## src/rtl/auction_seq.sv

```systemverilog
// Streaming sealed-bid auction over 2**N bidders.
// Tracks top two bids; reports winner, winning bid and clearing price.
module auction_seq #(
   parameter int N = 3,
   parameter int W = 3
) (
   input  logic         clk,
   input  logic         rst_n,
   input  logic         start,
   input  logic         mode,
   input  logic         bid_valid,
   input  logic [W-1:0] bid,
   output logic         bid_ready,
   output logic         busy,
   output logic         done,
   output logic [N-1:0] winner,
   output logic [W-1:0] winning_bid,
   output logic [W-1:0] price
);

   typedef enum logic [1:0] {
      IDLE    = 2'd0,
      COLLECT = 2'd1,
      DONE    = 2'd2
   } state_t;

   state_t       state, state_nxt;
   logic [N-1:0] idx, idx_nxt;
   logic [W-1:0] max_q, max_nxt;
   logic [W-1:0] second_q, second_nxt;
   logic [N-1:0] win_q, win_nxt;
   logic         mode_q, mode_nxt;
   logic [W-1:0] price_q, price_nxt;
   logic         hs;
   logic         last;

   assign hs   = bid_valid && (state == COLLECT);
   assign last = (idx == {N{1'b1}});

   always_ff @(posedge clk or negedge rst_n) begin
      if (!rst_n) begin
         state    <= IDLE;
         idx      <= '0;
         max_q    <= '0;
         second_q <= '0;
         win_q    <= '0;
         mode_q   <= 1'b0;
         price_q  <= '0;
      end else begin
         state    <= state_nxt;
         idx      <= idx_nxt;
         max_q    <= max_nxt;
         second_q <= second_nxt;
         win_q    <= win_nxt;
         mode_q   <= mode_nxt;
         price_q  <= price_nxt;
      end
   end

   always_comb begin
      state_nxt  = state;
      idx_nxt    = idx;
      max_nxt    = max_q;
      second_nxt = second_q;
      win_nxt    = win_q;
      mode_nxt   = mode_q;
      unique case (state)
         IDLE, DONE: begin
            if (start) begin
               state_nxt  = COLLECT;
               idx_nxt    = '0;
               max_nxt    = '0;
               second_nxt = '0;
               win_nxt    = '0;
               mode_nxt   = mode;
            end
         end
         COLLECT: begin
            if (hs) begin
               idx_nxt = idx + 1'b1;
               // strict > keeps the lowest index on a tie,
               // while the tied bid still lifts second
               if (bid > max_q) begin
                  second_nxt = max_q;
                  max_nxt    = bid;
                  win_nxt    = idx;
               end else if (bid > second_q) begin
                  second_nxt = bid;
               end
               if (last) begin
                  state_nxt = DONE;
               end
            end
         end
         default: state_nxt = IDLE;
      endcase
      price_nxt = mode_nxt ? second_nxt : max_nxt;
   end

   assign bid_ready   = (state == COLLECT);
   assign busy        = (state == COLLECT);
   assign done        = (state == DONE);
   assign winner      = win_q;
   assign winning_bid = max_q;
   assign price       = price_q;

endmodule

```

## config.mk

```make
export PLATFORM = sky130hd
export DESIGN_NAME = auction_seq
export DESIGN_NICKNAME = d
export VERILOG_FILES = /design/src/rtl/auction_seq.sv
export SDC_FILE = /design/constraint.sdc
export NUM_CORES = 1
export LEC_CHECK = 0
export BUFFER_PORTS_ARGS = -buffer_cell sky130_fd_sc_hd__buf_2
export CORE_MARGIN = 2
export CORE_UTILIZATION = 35
export CTS_CLUSTER_DIAMETER = 200
export DETAILED_ROUTE_END_ITERATION = 16
export HOLD_SLACK_MARGIN = 0.1
export SYNTH_ARGS = -nofsm -noshare
export SYNTH_HDL_FRONTEND = slang
export SYNTH_SLANG_ARGS = --single-unit
```

## constraint.sdc

```tcl
create_clock -name clk -period 2.1 [get_ports clk]
set_clock_uncertainty 0.05 [all_clocks]
set_input_delay 0.105 -clock clk [delete_from_list [all_inputs] [get_ports clk]]
set_output_delay 0.105 -clock clk [all_outputs]
set_load 0.05 [all_outputs]
```

### After elaboration in Yosys (flattened, before gate mapping)

Index checks and enable logic that the tools add are counted.

| storage, ports and cells | value |
|---|---|
| bits in registers | 18 |
| logic and storage cells | 46 |

| cells by class | value |
|---|---|
| $lt $le $gt $ge | 2 |
| muxes and demuxes | 22 |
| equal/unequal tests | 7 |
| reduce and logical (&&, ||, !) cells | 7 |
| add/sub/neg operators | 1 |

Operator list:

| cell | number |
|---|---|
| two-way mux 3 bit | 12 |
| one-hot mux 3 bit (2 select lines) | 4 |
| greater-than comparator 3 bit | 2 |
| two-way mux 2 bit | 3 |
| != test 2 x 1 -> 1 bit (second input constant) | 3 |
| AND reduction 3 bit | 2 |
| one-hot mux 2 bit (2 select lines) | 1 |
| AND reduction 4 bit | 1 |
| adder 3 x 1 -> 3 bit (second input constant) | 1 |
| equality test 3 bit (second input constant) | 1 |
| equality test 2 x 1 -> 1 bit (second input constant) | 1 |
| equality test 2 bit (second input constant) | 1 |
| zero test 2 bit | 1 |
| two-way mux 1 bit | 2 |
| != test 2 bit (second input constant) | 1 |
| nonzero test 2 bit | 1 |
| OR reduction 2 bit | 1 |
| logical AND 1 bit | 1 |

### Depth between registers and ports, before layout

Gate-level depths: netlist (run 1).

| logic depth | value |
|---|---|
| depth in word-level cells | 6 |
| gate-level depth with buffers | 7 |
| depth with buffers taken out | 7 |

### Least setup slack after synthesis (run 1)

OpenSTA, ideal clock, no wires.

| timing | value |
|---|---|
| path kind | register to register |
| start | reg max_q[1], in the netlist winning_bid[1] |
| end | reg price_q[1], in the netlist price[1] |
| clock period less this slack | 2.258 ns |
| stages on the path, launching flop included | 8 |
| buffers on the path | 0 |
| path slack | -0.158 ns |
| setup time | 0.125 ns |
| arrival | 2.083 ns |
| required time | 1.925 ns |
| cell sequence | dfrtp_1 -> inv_1 -> ha_1 -> and3_1 -> a21oi_2 -> and2_4 -> o31ai_4 -> mux2_2 |

| on the way | value |
|---|---|
| word-level cells in the longest chain between the ends | 5 |
| elaborated cells between the ends (all ways) | 9 |

Ends and longest elaborated chain:

| what | line | RTL |
|---|---|---|
| from (decl) | 29 | `logic [W-1:0] max_q, max_nxt;` |
| from (signal assigned) | 52 | `max_q <= max_nxt;` |
| greater-than comparator 3 bit | 83 | `if (bid > max_q) begin` |
| two-way mux 3 bit | 83 |  |
| two-way mux 3 bit | 79 | `if (hs) begin` |
| one-hot mux 3 bit (2 select lines) (*) | 67 | `unique case (state)` |
| net max_nxt[1] | 29 |  |
| two-way mux 3 bit (*) | 97 | `price_nxt = mode_nxt ? second_nxt : max_nxt;` |
| net price_nxt[1] | 33 | `logic [W-1:0] price_q, price_nxt;` |
| to (signal assigned) | 56 | `price_q <= price_nxt;` |
| to (decl) | 33 |  |

Mark *: on every way through the listed nets, which the timed path passes. The rest lies on a longest branch.
A chain may end at the register's enable or synchronous reset.

### Final worst setup path (run 1)

| timing | value |
|---|---|
| start | in bid[0] |
| end | reg price_q[1], in the netlist price[1] |

| on the way | value |
|---|---|
| elaborated cells between the ends (all ways) | 10 |

RTL lines:

| what | line | RTL |
|---|---|---|
| from (decl) | 12 | `input logic [W-1:0] bid,` |
| greater-than comparator 3 bit | 83 |  |
| two-way mux 3 bit | 83 |  |
| two-way mux 3 bit | 79 |  |
| one-hot mux 3 bit (2 select lines) | 67 |  |
| net max_nxt[1] | 29 |  |
| two-way mux 3 bit | 97 |  |
| net price_nxt[1] | 33 |  |

The timed path passes the listed nets, and every way through them passes these cells.

==> out/qor.yml, run 1 <==
cells_and_area:
  layout-area-overhead-vs-synth_pct: 18.9
  layout-drive-gt1-share_pct: 32.8
  nets: 143
  n_fill_cell: 304
  postLayoutCellArea_um2: 1310
  fin_util_pct: 43.1
  antenna-diode-count: 0
  final_cell_count_no_fill: 169
  register_area_um2: 453
  multi_input_area_um2: 579
synth:
  synth_area_leader_cell: "sky130_fd_sc_hd__dfrtp_1"
  seq_area_frac_synth_pct: 41.0
  synth.area.top_cells: "sky130_fd_sc_hd__dfrtp_1 (41%), sky130_fd_sc_hd__ha_1 (9.1%), sky130_fd_sc_hd__mux2i_1 (6.4%), sky130_fd_sc_hd__o31ai_4 (5.8%), sky130_fd_sc_hd__nand3_1 (4.6%)"
  post_synth_top_area_share_pct: 41.0
  synth_seq_cells: 18
  yosys_warnings: 0
  mappedNetlistArea_um2: 1100
  synth.lib_cells_used.distinct: 28
  synth_area_per_cell_um2: 10.9
  postSynthNetCount: 117
  synth_cells: 101
global_route:
  via_count_of_the_first_global_routing_pass: 797
  global_route_wire_length_before_repair_um: 3670
  antenna_found_initial: 0
  grt_use_total_pct: 13.8
  grt_start_max_net_pins: 19
  grt.overflow.total: 0
setup_path:
  crit_type: "in2reg"
  timing.critical_path.required_ns: 2.23
  timing.critical_path.fanout_max: 9
  worstSetupEndpointType: "flop"
  cpMaxStageDelayCell: "sky130_fd_sc_hd__dlygate4sd3_1"
  timing.critical_path.buf_inv: 3
  critical_path_arrival_ns: 2.16
  critPathTopFamily: "buffers and inverters"
  setup.worst_path.start_class: "input pin"
  crit_chain: "dlygate4sd3_1 > buf_2 > inv_1 > ha_1 > and3_1 > a21oi_4 > and2_4 > o31ai_4 > mux2_2"
  worst_path_largest_cell_delay_ns: 0.52
detailed_routing:
  detailroute.via_count: 814
  drc_errors: 0
  post_drt_via_cell_ratio: 4.82
  drt_iter0_drc: 22
  detail-route-antenna-nets: 0
  wirelength_um: 2140
  drtPass1Iterations: 4
  routed_wire_length_per_instance_um: 12.7
floorplanning:
  fp-row-count: 20
  initial_core_util_pct: 36.2
  die-width_um: 60.0
  core_region_area_um2: 3030
  die_height_um: 60.0
  floorplan.io_pins: 20
  fp.dieArea_um2: 3600
clock_tree:
  worstSkewPairLatency_ns: 0.28
  clk_pin_slew_worst_paths_ns: 0.10
  cts_num_sinks: 18
  number_of_cts_inserted_buffers: 3
  ctsLongestPathBuffers: 2
  tritoncts: "done"
  h_tree_levels: 1
  clk_root_buffer_cell: "sky130_fd_sc_hd__clkbuf_4"
placed_design:
  place_congestion: 0.800
  place.detailed.instances: 162
  io_buffers: 19
  pre_cts_ws_ns: 0.00373
  final_hpwl_dp_um: 1690
  postPlaceCellArea_um2: 1230
pwr:
  p_seq_share_pct: 29.2
  power.net_switching_mw: 0.981
  switching_share_pct: 49.2
  share_comb_of_total_power_pct: 62.4
  design_power_total_mw: 1.99
  power-per-cell-area_nw_per_um2: 1530
  share_clk_of_total_power_pct: 8.4
  power_leakage_nw: 0.668
  peakVddDrop_mv: 0.682
  internal_power_mw: 1.01
sta:
  fin_setup_tns_ns: 0
  final_max_slew_viol_count: 0
  max_slew_margin_pct: 72.3
  post-route-worst-setup-slack_ns: 0.0639
  final_setup_viols: 0
  finalCritPeriodShare_pct: 97.0
  final_hold_viol_count: 0
  final_period_minus_worst_setup_slack_ns: 2.04
  grt_setup_unrepaired: "false"
  tightest_slew_ns: 0.415
  finalHoldWorstSlack_ns: 0.136
  max_clock_freq_ghz: 0.491
worst_hold_path:
  timing.hold.worst.class: "in2reg"
outcome:
  status: "completed"
job:
  timing.max_cap.violations: 0
## worst register-to-register path: stages (launching register included)
cell and delay, ns:
sky130_fd_sc_hd__dfrtp_2 0.42, sky130_fd_sc_hd__inv_1 0.12, sky130_fd_sc_hd__ha_1 0.26, sky130_fd_sc_hd__and3_1 0.18
sky130_fd_sc_hd__a21oi_4 0.24, sky130_fd_sc_hd__and2_4 0.28, sky130_fd_sc_hd__o31ai_4 0.08, sky130_fd_sc_hd__mux2_2 0.27
## final timing paths
kind / start / endpoint / slack [ns] / cells past startpoint
worst min register to register: winner[2] / winner[2] / 0.47 / 2
worst min-delay path: bid[2] / winning_bid[2] / 0.14 / 3
max in group asynchronous: rst_n / winning_bid[2] / 1.46 / 2
min in group asynchronous: rst_n / state[1] / 0.22 / 2
worst max register to register: winning_bid[2] / price[1] / 0.09 / 7
worst max-delay path: bid[0] / price[1] / 0.06 / 9
## synth_stat cells (all sizes together)
| library cell | number |
|---|---|
| inv | 12 |
| a211oi | 1 |
| and3 | 2 |
| mux2 | 2 |
| a32o | 2 |
| o21ai | 1 |
| nand2b | 4 |
| a21oi | 3 |
| o211a | 1 |
| ha | 8 |
| nand3b | 2 |
| a311o | 1 |
| o31ai | 3 |
| and2b | 1 |
| buf | 4 |
| o211ai | 2 |
| dfrtp | 18 |
| nor2 | 3 |
| nand3 | 10 |
| nor2b | 1 |
| and2 | 2 |
| nand2 | 11 |
| mux2i | 7 |
## what timing repair did
action	CTS	global route
setup buffers	0	0
hold buffers	4	0
hold endpoints to repair	21	0
endpoints found under the setup margin	2	3
resized for setup	1	1
pin swaps	0	2
## power by group through the flow
stage	Clock [mW]	Sequential, mW	Combinational (mW)
floorplan	0	0.829	0.754
CTS	0.178	0.584	1.25
finish	0.167	0.583	1.24
global placement	0	0.590	1.20
global route	0.194	0.602	1.36
detailed placement	0	0.591	1.23
## area by class of cell
| class | instances | share of cell area [%] |
|---|---|---|
| flip-flops and latches | 18 | 34.7 |
| inverters | 12 | 3.45 |
| well taps | 44 | 4.22 |
| multi-input cells | 67 | 44.4 |
| clock buffers | 3 | 1.73 |
| repair buffers | 25 | 11.5 |
## registers in the layout, summed over array words and instances, names as in the netlist
signal	flops
second_q	3
winning_bid	3
state	2
mode_q	1
winner	3
idx	3
price	3
## per-layer routing
metal / track usage, % / up-vias / share of wire (%)
met5: 0 / - / 0
met4: 4.76 / 0 / 0.47
met3: 2.60 / 2 / 3.6
met2: 22.4 / 15 / 49
met1: 18.5 / 398 / 46
li1: - / 399 / -
## cells by family (layout without fill, tap and decap cells)
group | after synthesis | count (layout) | share of synthesized area [%]
AND/OR/NAND/NOR | 36 | 36 | 18.4
AO/OA/AOI/OAI | 14 | 14 | 15.7
adder cells (fa/ha/maj) | 8 | 8 | 9.12
buffers and inverters | 16 | 40 | 7.30
multiplexers | 9 | 9 | 8.44
flip-flops | 18 | 18 | 41.0
## layout by cell type (no fill, tap or decap)
master | synthesis | final
sky130_fd_sc_hd__inv_2 | 1 | 1
sky130_fd_sc_hd__o211a_1 | 1 | 1
sky130_fd_sc_hd__mux2i_1 | 7 | 7
sky130_fd_sc_hd__o211ai_2 | 2 | 2
sky130_fd_sc_hd__a21oi_4 | 0 | 1
sky130_fd_sc_hd__mux2_2 | 2 | 2
sky130_fd_sc_hd__buf_2 | 1 | 19
sky130_fd_sc_hd__nor2_4 | 1 | 1
sky130_fd_sc_hd__nand3_1 | 10 | 10
sky130_fd_sc_hd__dfrtp_1 | 18 | 16
sky130_fd_sc_hd__nand2_1 | 11 | 11
sky130_fd_sc_hd__nor2b_4 | 1 | 1
sky130_fd_sc_hd__ha_1 | 8 | 8
sky130_fd_sc_hd__o31ai_4 | 3 | 3
sky130_fd_sc_hd__dlygate4sd3_1 | 0 | 4
sky130_fd_sc_hd__and3_4 | 0 | 1
sky130_fd_sc_hd__a32o_1 | 2 | 2
sky130_fd_sc_hd__and3_1 | 2 | 1
sky130_fd_sc_hd__nor2_1 | 2 | 2
sky130_fd_sc_hd__buf_4 | 1 | 2
sky130_fd_sc_hd__nand3b_1 | 2 | 2
sky130_fd_sc_hd__a21oi_1 | 2 | 2
sky130_fd_sc_hd__dfrtp_2 | 0 | 2
sky130_fd_sc_hd__clkbuf_4 | 0 | 3
sky130_fd_sc_hd__inv_1 | 11 | 11
sky130_fd_sc_hd__and2b_1 | 1 | 1
sky130_fd_sc_hd__a311o_1 | 1 | 1
sky130_fd_sc_hd__o21ai_0 | 1 | 1
sky130_fd_sc_hd__a211oi_4 | 1 | 1
sky130_fd_sc_hd__nand2b_1 | 4 | 4
sky130_fd_sc_hd__and2_4 | 2 | 2
Power figures use the tool's default switching activity.
==> run 2, diff against run 1 <==
GPL_TIMING_DRIVEN = 0   (was default)
==> run 2 against run 1 <==
Flip-flop and latch count did not move; via count rose by 4.1%; global-route usage decreased by 0.13 points; clock power is 22% higher; cell count rose by 4.1%; hold slack better by 0.033 ns; sequential share of layout area down 1.9 points; count of clock-buffer cells in the layout up 1; sequential power is 0.7% lower; worst setup slack gained 0.012 ns; critical path type unchanged.
==> out/qor.yml, run 2 (synthesis gave the netlist of run 1 again) <==
global_route:
  via_count_of_the_first_global_routing_pass: 871  # +9.3%
  global_route_wire_length_before_repair_um: 3670  # unchanged
  grt.overflow.total: 0  # unchanged
  grt_use_total_pct: 13.7  # -0.13 points
  antenna_found_initial: 0  # unchanged
  grt_start_max_net_pins: 19  # unchanged
cells_and_area:
  final_common_cell: "sky130_fd_sc_hd__buf_2"
  layout-area-overhead-vs-synth_pct: 25.9
  layout-drive-gt1-share_pct: 35.6  # +2.8 points
  antenna-diode-count: 0  # unchanged
  final_cell_count_no_fill: 176  # +4.1%
  layout.cells.most_common_list: "sky130_fd_sc_hd__buf_2 (20), sky130_fd_sc_hd__dfrtp_1 (16), sky130_fd_sc_hd__inv_1 (11), sky130_fd_sc_hd__nand2_1 (11), sky130_fd_sc_hd__nand3_1 (10)"
  nets: 149  # +4.2%
clock_tree:
  worstSkewPairLatency_ns: 0.28  # about the same
  tritoncts: "done"
  number_of_cts_inserted_buffers: 3  # unchanged
  clk_root_buffer_cell: "sky130_fd_sc_hd__clkbuf_4"
  ctsLongestPathBuffers: 2  # unchanged
  cts_num_sinks: 18  # unchanged
  h_tree_levels: 1  # unchanged
  clk_pin_slew_worst_paths_ns: 0.09  # about the same
floorplanning:
  core_region_area_um2: 3030  # unchanged
  initial_core_util_pct: 36.2  # unchanged
  fp-row-count: 20  # unchanged
  floorplan.io_pins: 20  # unchanged
  die_height_um: 60.0  # unchanged
  fp.dieArea_um2: 3600  # unchanged
  die-width_um: 60.0  # unchanged
detailed_routing:
  routed.top_layer: "met4"
  routed_wire_length_per_instance_um: 12.2  # -3.7%
  detailroute.via_count: 847  # +4.1%
  drt_iter0_drc: 29  # +32%
  detail-route-antenna-nets: 0  # unchanged
  wirelength_um: 2150  # +0.33%
  post_drt_via_cell_ratio: 4.81  # about the same
  wl_met3_um: 94  # +21%
  metal1_wirelength_um: 928  # -6.5%
  drtPass1Iterations: 3  # -1
  drc_errors: 0  # unchanged
  met2WireLength_um: 1110  # +5.0%
sta:
  max_slew_margin_pct: 73.1  # +0.81 points
  tightest_slew_ns: 0.403  # -0.0121 ns
  max_clock_freq_ghz: 0.494  # +0.61%
  finalHoldWorstSlack_ns: 0.169  # +0.0327 ns
  finalCritPeriodShare_pct: 96.4  # -0.59 points
  final_hold_viol_count: 0  # unchanged
  final_max_slew_viol_count: 0  # unchanged
  final_setup_viols: 0  # unchanged
  final_period_minus_worst_setup_slack_ns: 2.02  # -0.0123 ns
setup_path:
  crit_type: "in2reg"
  setup.worst_path.start_class: "input pin"
  critical_path_arrival_ns: 2.15  # about the same
  timing.critical_path.required_ns: 2.22  # about the same
  worstSetupEndpointType: "flop"
  timing.critical_path.fanout_max: 3  # -6
placed_design:
  io_buffers: 19  # unchanged
  final_hpwl_dp_um: 1640  # -2.7%
  place_congestion: 0.760  # -5.0%
  place.detailed.instances: 164  # +1.2%
pwr:
  peakVddDrop_mv: 0.578  # -15%
  power-per-cell-area_nw_per_um2: 1530  # about the same
  power_leakage_nw: 0.709  # +6.2%
worst_hold_path:
  timing.hold.worst.class: "in2reg"
outcome:
  status: "completed"
job:
  timing.max_cap.violations: 0  # unchanged
[run 2: worst max-delay path: stages]
cell and delay, ns:
sky130_fd_sc_hd__dlygate4sd3_1 0.52, sky130_fd_sc_hd__buf_2 0.12, sky130_fd_sc_hd__inv_1 0.07, sky130_fd_sc_hd__ha_1 0.29, sky130_fd_sc_hd__and3_4 0.16, sky130_fd_sc_hd__a211oi_4 0.25, sky130_fd_sc_hd__mux2i_1 0.27, sky130_fd_sc_hd__o211ai_2 0.10
sky130_fd_sc_hd__mux2_2 0.27
[run 2: final timing paths]
check	startpoint	to	slack, ns	cells past startpoint
max reg2reg	winning_bid[1]	price[1]	0.11	7
min	mode	mode_q	0.17	3
min in group asynchronous	rst_n	idx[1]	0.21	2
max in group asynchronous	rst_n	winning_bid[2]	1.48	2
min reg2reg	winner[0]	winner[0]	0.48	2
max	bid[0]	price[1]	0.08	9
[run 2: area by class of cell]
type,count,area [um2]
Inverter,12,45.0
Clock buffer,4,36.3
Timing Repair Buffer,27,170
Sequential cell,18,453
Multi-Input combinational cell,67,587
Buffer,4,35.0
Tap cell,44,55.1
Fill cell,309,1650
[run 2: what timing repair did]
item | 4_1_cts | 5_1_grt
resized for setup | 1 | 2
pin swaps | 0 | 2
endpoints found under the setup margin | 2 | 2
hold endpoints to repair | 22 | 1
setup buffers | 0 | 2
hold buffers | 5 | 1
[run 2: layer usage]
metal / track usage (%) / vias to the layer above
li1: - / 408
met1: 15.2 / 422
met2: 24.7 / 15
met3: 3.03 / 2
met4: 6.03 / 0
met5: 0 / -
[run 2: stage by stage]
step | util [%] | TNS (ns) | instance area (um2) | setup WS, ns | total power [mW]
5_1_grt | 45.6 | -0.000315 | 1380 | -0.000315 | 2.26
4_1_cts | 44.4 | 0 | 1340 | 0.0285 | 2.07
3_3_place_gp | 41.3 | 0 | 1250 | 0.0170 | 1.81
2_1_floorplan | - | 0 | 1100 | 0.00246 | 1.58
6_report | 45.6 | 0 | 1380 | 0.0763 | 2.11
3_5_place_dp | 41.3 | 0 | 1250 | 0.00445 | 1.84
[run 2: power by group]
part	internal [mW]	switching (mW)
Sequential	0.493	0.0856
Combinational	0.517	0.811
Clock	0.105	0.0981
Total	1.12	0.995
